**src/rtl/ex_operand_stage.sv**
```systemverilog
// ex_operand_stage
// Execute-stage operand register for an RV64 integer pipeline. Decodes the
// ID-stage instruction into an ALU control code, latches it together with
// register indices, register data and the immediate, and resolves data
// hazards by forwarding from the EX/MEM and MEM/WB stages combinationally.
//
// Ports:
//   clk, rst           rising-edge clock, asynchronous active-high reset
//   in_valid           ID presents an instruction
//   stall, flush       hold stage / replace stage with a bubble (flush wins)
//   id_*               decoded fields, register read data and immediate
//   exmem_*, memwb_*   writeback candidates used for forwarding
//   ex_valid           stage holds a live instruction
//   ALUCtl             ALU operation code
//   A, B               forwarded ALU operands
//   ex_rd              destination index
//   ex_regwrite        writeback enable
//   illegal            live instruction is not supported
module ex_operand_stage #(
    parameter int XLEN = 64
) (
    input  logic            clk,
    input  logic            rst,
    input  logic            in_valid,
    input  logic            stall,
    input  logic            flush,
    input  logic [6:0]      id_opcode,
    input  logic [2:0]      id_funct3,
    input  logic            id_funct7_5,
    input  logic [4:0]      id_rs1,
    input  logic [4:0]      id_rs2,
    input  logic [4:0]      id_rd,
    input  logic [XLEN-1:0] id_rs1_data,
    input  logic [XLEN-1:0] id_rs2_data,
    input  logic [XLEN-1:0] id_imm,
    input  logic            exmem_regwrite,
    input  logic [4:0]      exmem_rd,
    input  logic [XLEN-1:0] exmem_result,
    input  logic            memwb_regwrite,
    input  logic [4:0]      memwb_rd,
    input  logic [XLEN-1:0] memwb_wdata,
    output logic            ex_valid,
    output logic [3:0]      ALUCtl,
    output logic [XLEN-1:0] A,
    output logic [XLEN-1:0] B,
    output logic [4:0]      ex_rd,
    output logic            ex_regwrite,
    output logic            illegal
);

    localparam logic [6:0] OP_R = 7'b0110011;
    localparam logic [6:0] OP_I = 7'b0010011;

    logic            valid_q, valid_d;
    logic [3:0]      aluctl_q, aluctl_d;
    logic            illegal_q, illegal_d;
    logic            itype_q, itype_d;
    logic [4:0]      rd_q, rd_d, rs1_q, rs1_d, rs2_q, rs2_d;
    logic [XLEN-1:0] rs1_data_q, rs1_data_d, rs2_data_q, rs2_data_d;
    logic [XLEN-1:0] imm_q, imm_d;

    logic            dec_illegal;
    logic [3:0]      dec_aluctl;
    logic            is_r, is_i;
    logic [XLEN-1:0] dec_imm;

    // Decode of the incoming instruction.
    always_comb begin
        is_r        = (id_opcode == OP_R);
        is_i        = (id_opcode == OP_I);
        dec_illegal = 1'b0;
        dec_aluctl  = 4'b0010;
        if (!is_r && !is_i) begin
            dec_illegal = 1'b1;
        end else begin
            unique case (id_funct3)
                3'b000: dec_aluctl = (is_r && id_funct7_5) ? 4'b0110 : 4'b0010;
                3'b001: dec_aluctl = 4'b0011;
                3'b010: dec_aluctl = 4'b0100;
                3'b011: dec_illegal = 1'b1;
                3'b100: dec_aluctl = 4'b0111;
                3'b101: begin
                    if (id_funct7_5) dec_illegal = 1'b1;
                    else             dec_aluctl  = 4'b1000;
                end
                3'b110: dec_aluctl = 4'b0001;
                3'b111: dec_aluctl = 4'b0000;
                default: dec_illegal = 1'b1;
            endcase
        end
        if (dec_illegal) dec_aluctl = 4'b0010;
        // Shift-immediate forms only use the 6-bit shamt, zero-extended.
        if (is_i && (id_funct3 == 3'b001 || id_funct3 == 3'b101))
            dec_imm = {{(XLEN-6){1'b0}}, id_imm[5:0]};
        else
            dec_imm = id_imm;
    end

    // Stage register next state: flush > stall > capture.
    always_comb begin
        valid_d    = valid_q;
        aluctl_d   = aluctl_q;
        illegal_d  = illegal_q;
        itype_d    = itype_q;
        rd_d       = rd_q;
        rs1_d      = rs1_q;
        rs2_d      = rs2_q;
        rs1_data_d = rs1_data_q;
        rs2_data_d = rs2_data_q;
        imm_d      = imm_q;
        if (flush) begin
            valid_d = 1'b0;
        end else if (!stall) begin
            valid_d    = in_valid;
            aluctl_d   = dec_aluctl;
            illegal_d  = dec_illegal;
            itype_d    = is_i;
            rd_d       = id_rd;
            rs1_d      = id_rs1;
            rs2_d      = id_rs2;
            rs1_data_d = id_rs1_data;
            rs2_data_d = id_rs2_data;
            imm_d      = dec_imm;
        end
    end

    always_ff @(posedge clk or posedge rst) begin
        if (rst) begin
            valid_q    <= 1'b0;
            aluctl_q   <= 4'b0000;
            illegal_q  <= 1'b0;
            itype_q    <= 1'b0;
            rd_q       <= 5'd0;
            rs1_q      <= 5'd0;
            rs2_q      <= 5'd0;
            rs1_data_q <= '0;
            rs2_data_q <= '0;
            imm_q      <= '0;
        end else begin
            valid_q    <= valid_d;
            aluctl_q   <= aluctl_d;
            illegal_q  <= illegal_d;
            itype_q    <= itype_d;
            rd_q       <= rd_d;
            rs1_q      <= rs1_d;
            rs2_q      <= rs2_d;
            rs1_data_q <= rs1_data_d;
            rs2_data_q <= rs2_data_d;
            imm_q      <= imm_d;
        end
    end

    // Forwarding: the younger EX/MEM result wins over MEM/WB; x0 never forwards.
    logic [XLEN-1:0] fwd_rs1, fwd_rs2;

    always_comb begin
        fwd_rs1 = rs1_data_q;
        if (exmem_regwrite && exmem_rd == rs1_q && rs1_q != 5'd0)
            fwd_rs1 = exmem_result;
        else if (memwb_regwrite && memwb_rd == rs1_q && rs1_q != 5'd0)
            fwd_rs1 = memwb_wdata;

        fwd_rs2 = rs2_data_q;
        if (exmem_regwrite && exmem_rd == rs2_q && rs2_q != 5'd0)
            fwd_rs2 = exmem_result;
        else if (memwb_regwrite && memwb_rd == rs2_q && rs2_q != 5'd0)
            fwd_rs2 = memwb_wdata;
    end

    assign ex_valid    = valid_q;
    assign ALUCtl      = aluctl_q;
    assign ex_rd       = rd_q;
    assign A           = fwd_rs1;
    assign B           = itype_q ? imm_q : fwd_rs2;
    // Stored illegal flag is masked so a bubble never reports illegal.
    assign illegal     = valid_q & illegal_q;
    assign ex_regwrite = valid_q & ~illegal_q & (rd_q != 5'd0);

endmodule

```
**config.mk**
```make
export PLATFORM = sky130hd
export DESIGN_NAME = ex_operand_stage
export DESIGN_NICKNAME = d
export VERILOG_FILES = /design/src/rtl/ex_operand_stage.sv
export SDC_FILE = /design/constraint.sdc
export NUM_CORES = 1
export LEC_CHECK = 0
export ABC_CLOCK_PERIOD_IN_PS = 13500
export CAP_MARGIN = 20
export CORE_AREA = 2 2 194 196
export DETAILED_ROUTE_END_ITERATION = 6
export DIE_AREA = 0 0 196 198
export PLACE_DENSITY = 0.7
export RECOVER_POWER = 25
export SLEW_MARGIN = 20
export SYNTH_ARGS = -nofsm -noshare
export SYNTH_HDL_FRONTEND = slang
export SYNTH_SLANG_ARGS = --single-unit
```
**constraint.sdc**
```tcl
create_clock -name clk -period 13.5 [get_ports clk]
set_input_delay 2.7 -clock clk [delete_from_list [all_inputs] [get_ports clk]]
set_output_delay 2.7 -clock clk [all_outputs]
set_load 0.02 [all_outputs]
```
==> results.sh <==
export IMPL_holdPathEnd="imm_q[1]"
export IMPL_synthMuxAreaShare_pct=0.2567
export IMPL_vias_per_cell=5.866
export IMPL_switching_share_pct=32.60
export IMPL_synthesis_area_mm2=0.01218
export IMPL_reg2reg_from="itype_q"
export IMPL_p_leak_uw=0.007403
export IMPL_drive_gt1_share_pct=4.384
export IMPL_reg2reg_depth=3
export IMPL_power_frac_clock_pct=34.2
export IMPL_final_util_pct=49.36
export IMPL_ys_flop_type="dfrtp_1"
export IMPL_gr_total_overflow=0
export IMPL_synth_fp_nets=1884
export IMPL_rsz0062_at_grt="false"
export IMPL_antenna_found_initial=7
export IMPL_critical_path_max_fanout=64
export IMPL_synth_largest_area_cell="dfrtp_1"
export IMPL_r2r_slack_ns=11.69
export IMPL_ctsHoldBuffers=0
export IMPL_required_ns=10.80
export IMPL_cts_resized=0
export IMPL_ys_types=39
export IMPL_synth_edf_count=0
export IMPL_p_int_uw=1488
export IMPL_cts_setup_buffers=0
export IMPL_outcome="finished with violations"
export IMPL_synthMostInstantiatedCell="nand2_1"
export IMPL_synth_xor_area_share_pct=1.438
export IMPL_violations="max-capacitance violations, max-slew violations"
export IMPL_p_comb_share_pct=30.9
export IMPL_netSwitchingPower_uw=719.7
export IMPL_ys_seq_elements=214
export IMPL_die_y_um=198
export IMPL_synth_fa_ha_area_share_pct=0
export IMPL_path_class="primary input to primary output"
export IMPL_cts_root_buf="clkbuf_16"
export IMPL_finalMaxSlewViolations=207
export IMPL_cp_arrival_ns=6.19
export IMPL_synth_top_cell_area_share_pct=43.95
export IMPL_drtIter0Drc=1173
export IMPL_endpoint_kind="primary output"
export IMPL_numCtsBuffers=26
export IMPL_dpl_hpwl_um=38310
export IMPL_die_w_um=196
export IMPL_pwr_share_seq_pct=35.0
export IMPL_hp_start="imm_q[1]"
export IMPL_fin_skew_ns=0
export IMPL_hold_violations=0
export IMPL_fin_crit_sh_pct=65.87
export IMPL_grt_max_degree=92
export IMPL_worst_slew_pin_slew_ns=3.774
export IMPL_clkTransAtPathRegs_ns=0.06
export IMPL_synthCells=1521
export IMPL_rows=71
export IMPL_synth_compound_area_share_pct=22.00
export IMPL_syn2layout_area_growth_pct=49.72
export IMPL_wire_per_inst_um=23.97
export IMPL_ioPinCount=503
export IMPL_ys_warn_count=0
export IMPL_wirelength_um=57990
export IMPL_synth_common_cells="nand2_1 (453), dfrtp_1 (214), nand3_1 (129), a31oi_1 (128), o21ai_0 (108)"
export IMPL_place_congestion=0.9546
export IMPL_setup_tns_final_ns=0
export IMPL_ant_nets=0
export IMPL_max_slew_margin_pct=-151.6
export IMPL_synth_top_family_by_area="simple AND/OR/NAND/NOR gates"
export IMPL_htreeDepth=1
export IMPL_syn_mean_instance_area_um2=8.011
export IMPL_grt_pass1_wl_um=86420
export IMPL_rr_endpoint="itype_q"
export IMPL_yosysSeqAreaShare_pct=43.95
export IMPL_pwr_density_cell_mw_per_mm2=121.0
export IMPL_post_route_drc_count=0
export IMPL_insertion_delay_ns=0.53
export IMPL_grt_pass1_vias=14140
export IMPL_worstHoldPathCells=2
export IMPL_holdCritPathClass="register to register"
export IMPL_synth_async_sr_flop_share_pct=100.0
export IMPL_cts_tree="built"
export IMPL_start_kind="primary input"
export IMPL_synthTopCellsByArea="dfrtp_1 (44%), nand2_1 (14%), a31oi_1 (6.6%), nand3_1 (5.3%), o41ai_1 (4.6%)"
export IMPL_synthSimpleGateAreaFrac_pct=26.34
export IMPL_cts_sinks=214
export IMPL_finalSetupViolCount=0
export IMPL_grt_usage_pct=28.99
export IMPL_cts_buffer_depth=3
export IMPL_ir_drop_mv=0.08223
export IMPL_vias=14190
export IMPL_fin_nets=2282
export IMPL_max_freq_mhz=112.5
export IMPL_fp_coreArea_mm2=0.03696
export IMPL_initial_core_util_pct=32.97
export IMPL_port_buffers=502
export IMPL_dieArea_mm2=0.03881
export IMPL_cap_viol_max_count=3
export IMPL_fin_crit_ns=8.893
export IMPL_dr_pass1_iters=5
sequential cells by signal, summed over array words and instances (netlist names):
| signal | cells |
|---|---|
| illegal_q | 1 |
| rs2_q | 5 |
| rs2_data_q | 64 |
| imm_q | 64 |
| rs1_q | 5 |
| ALUCtl | 4 |
| itype_q | 1 |
| rs1_data_q | 64 |
| ex_rd | 5 |
| ex_valid | 1 |
kinds of logic (layout without fill, tap and decap cells):
kind of cell / after synthesis / after routing
flip-flops: 214 / 214
AO/OA/AOI/OAI: 396 / 396
XOR/XNOR: 20 / 20
AND/OR/NAND/NOR: 731 / 731
buffers and inverters: 157 / 575
multiplexers: 3 / 3
other: 0 / 6
area by class of cell:
cell class,count,area [µm²]
repair buffers,526,5205
flip-flops and latches,214,5359
diodes,6,15.01
multi-input cells,1150,6146
inverters,1,5.005
well taps,474,593.1
clock inverters,13,173.9
clock buffers,35,745.7
fillers,3599,18710
metal layers:
layer	wire length [µm]	share of wire (%)	vias to the layer above	global-route usage, %
li1	-	-	6213	-
met1	21870	38	6793	35.38
met2	26970	47	973	47.03
met3	5888	10	210	6.813
met4	3244	5.6	2	16.89
met5	12	0.021	-	0
metrics by stage:
stage,std cells,total power [µW],area (µm²),setup slack (ns),hold WS (ns)
after floorplan,1521,1107,12180,4.949,0.4369
after global placement,2364,1443,17310,4.422,0.4505
after detailed placement,2364,1451,17310,4.339,0.4534
after CTS,2412,2213,18230,4.308,0.4689
after global routing,2418,2302,18240,4.204,0.4898
final,2419,2208,18240,4.607,0.4629
placed cells by master, fill, tap and decap left out, drive strengths merged, types with 2 or more instances in the layout:
| master | n |
|---|---|
| o31ai | 2 |
| clkinvlp | 3 |
| o21ai | 131 |
| or4 | 3 |
| a31oi | 128 |
| nand2 | 453 |
| dfrtp | 214 |
| nand3 | 129 |
| and4 | 2 |
| bufinv | 4 |
| buf | 23 |
| nor3 | 64 |
| clkbuf | 36 |
| mux2i | 2 |
| nand4 | 4 |
| o211ai | 4 |
| clkinv | 7 |
| clkdlybuf4s50 | 500 |
| dlygate4sd3 | 2 |
| a21oi | 3 |
| o41ai | 64 |
| nand2b | 65 |
| diode | 6 |
| o211a | 2 |
| nor2 | 5 |
| or2 | 2 |
| xnor2 | 20 |
| a22o | 58 |
worst max path at each step:
stage | startpoint | endpoint | cells past startpoint
floorplan | rst | ALUCtl[0] | 1
global route | rst | imm_q[56] | 3
finish | exmem_rd[2] | B[57] | 8
CTS | exmem_rd[1] | B[57] | 7
detailed placement | exmem_rd[1] | B[57] | 7
global placement | exmem_rd[1] | B[57] | 7
power by group through the flow:
stage	clock (µW)	sequential (µW)	combinational, µW
final	754	772	681
after global routing	799	781	722
after CTS	769	770	674
after detailed placement	0	780	671
after global placement	0	778	666
after floorplan	0	762	345
critical path, stage by stage:
cell and delay (ns):
clkdlybuf4s50_1 0.46, xnor2_1 0.16, nand4_1 0.41, buf_6 0.26, buf_4 0.36, o21ba_4 0.84, a31oi_1 0.30, clkdlybuf4s50_1 0.64
(Power assumes the default switching activity.)
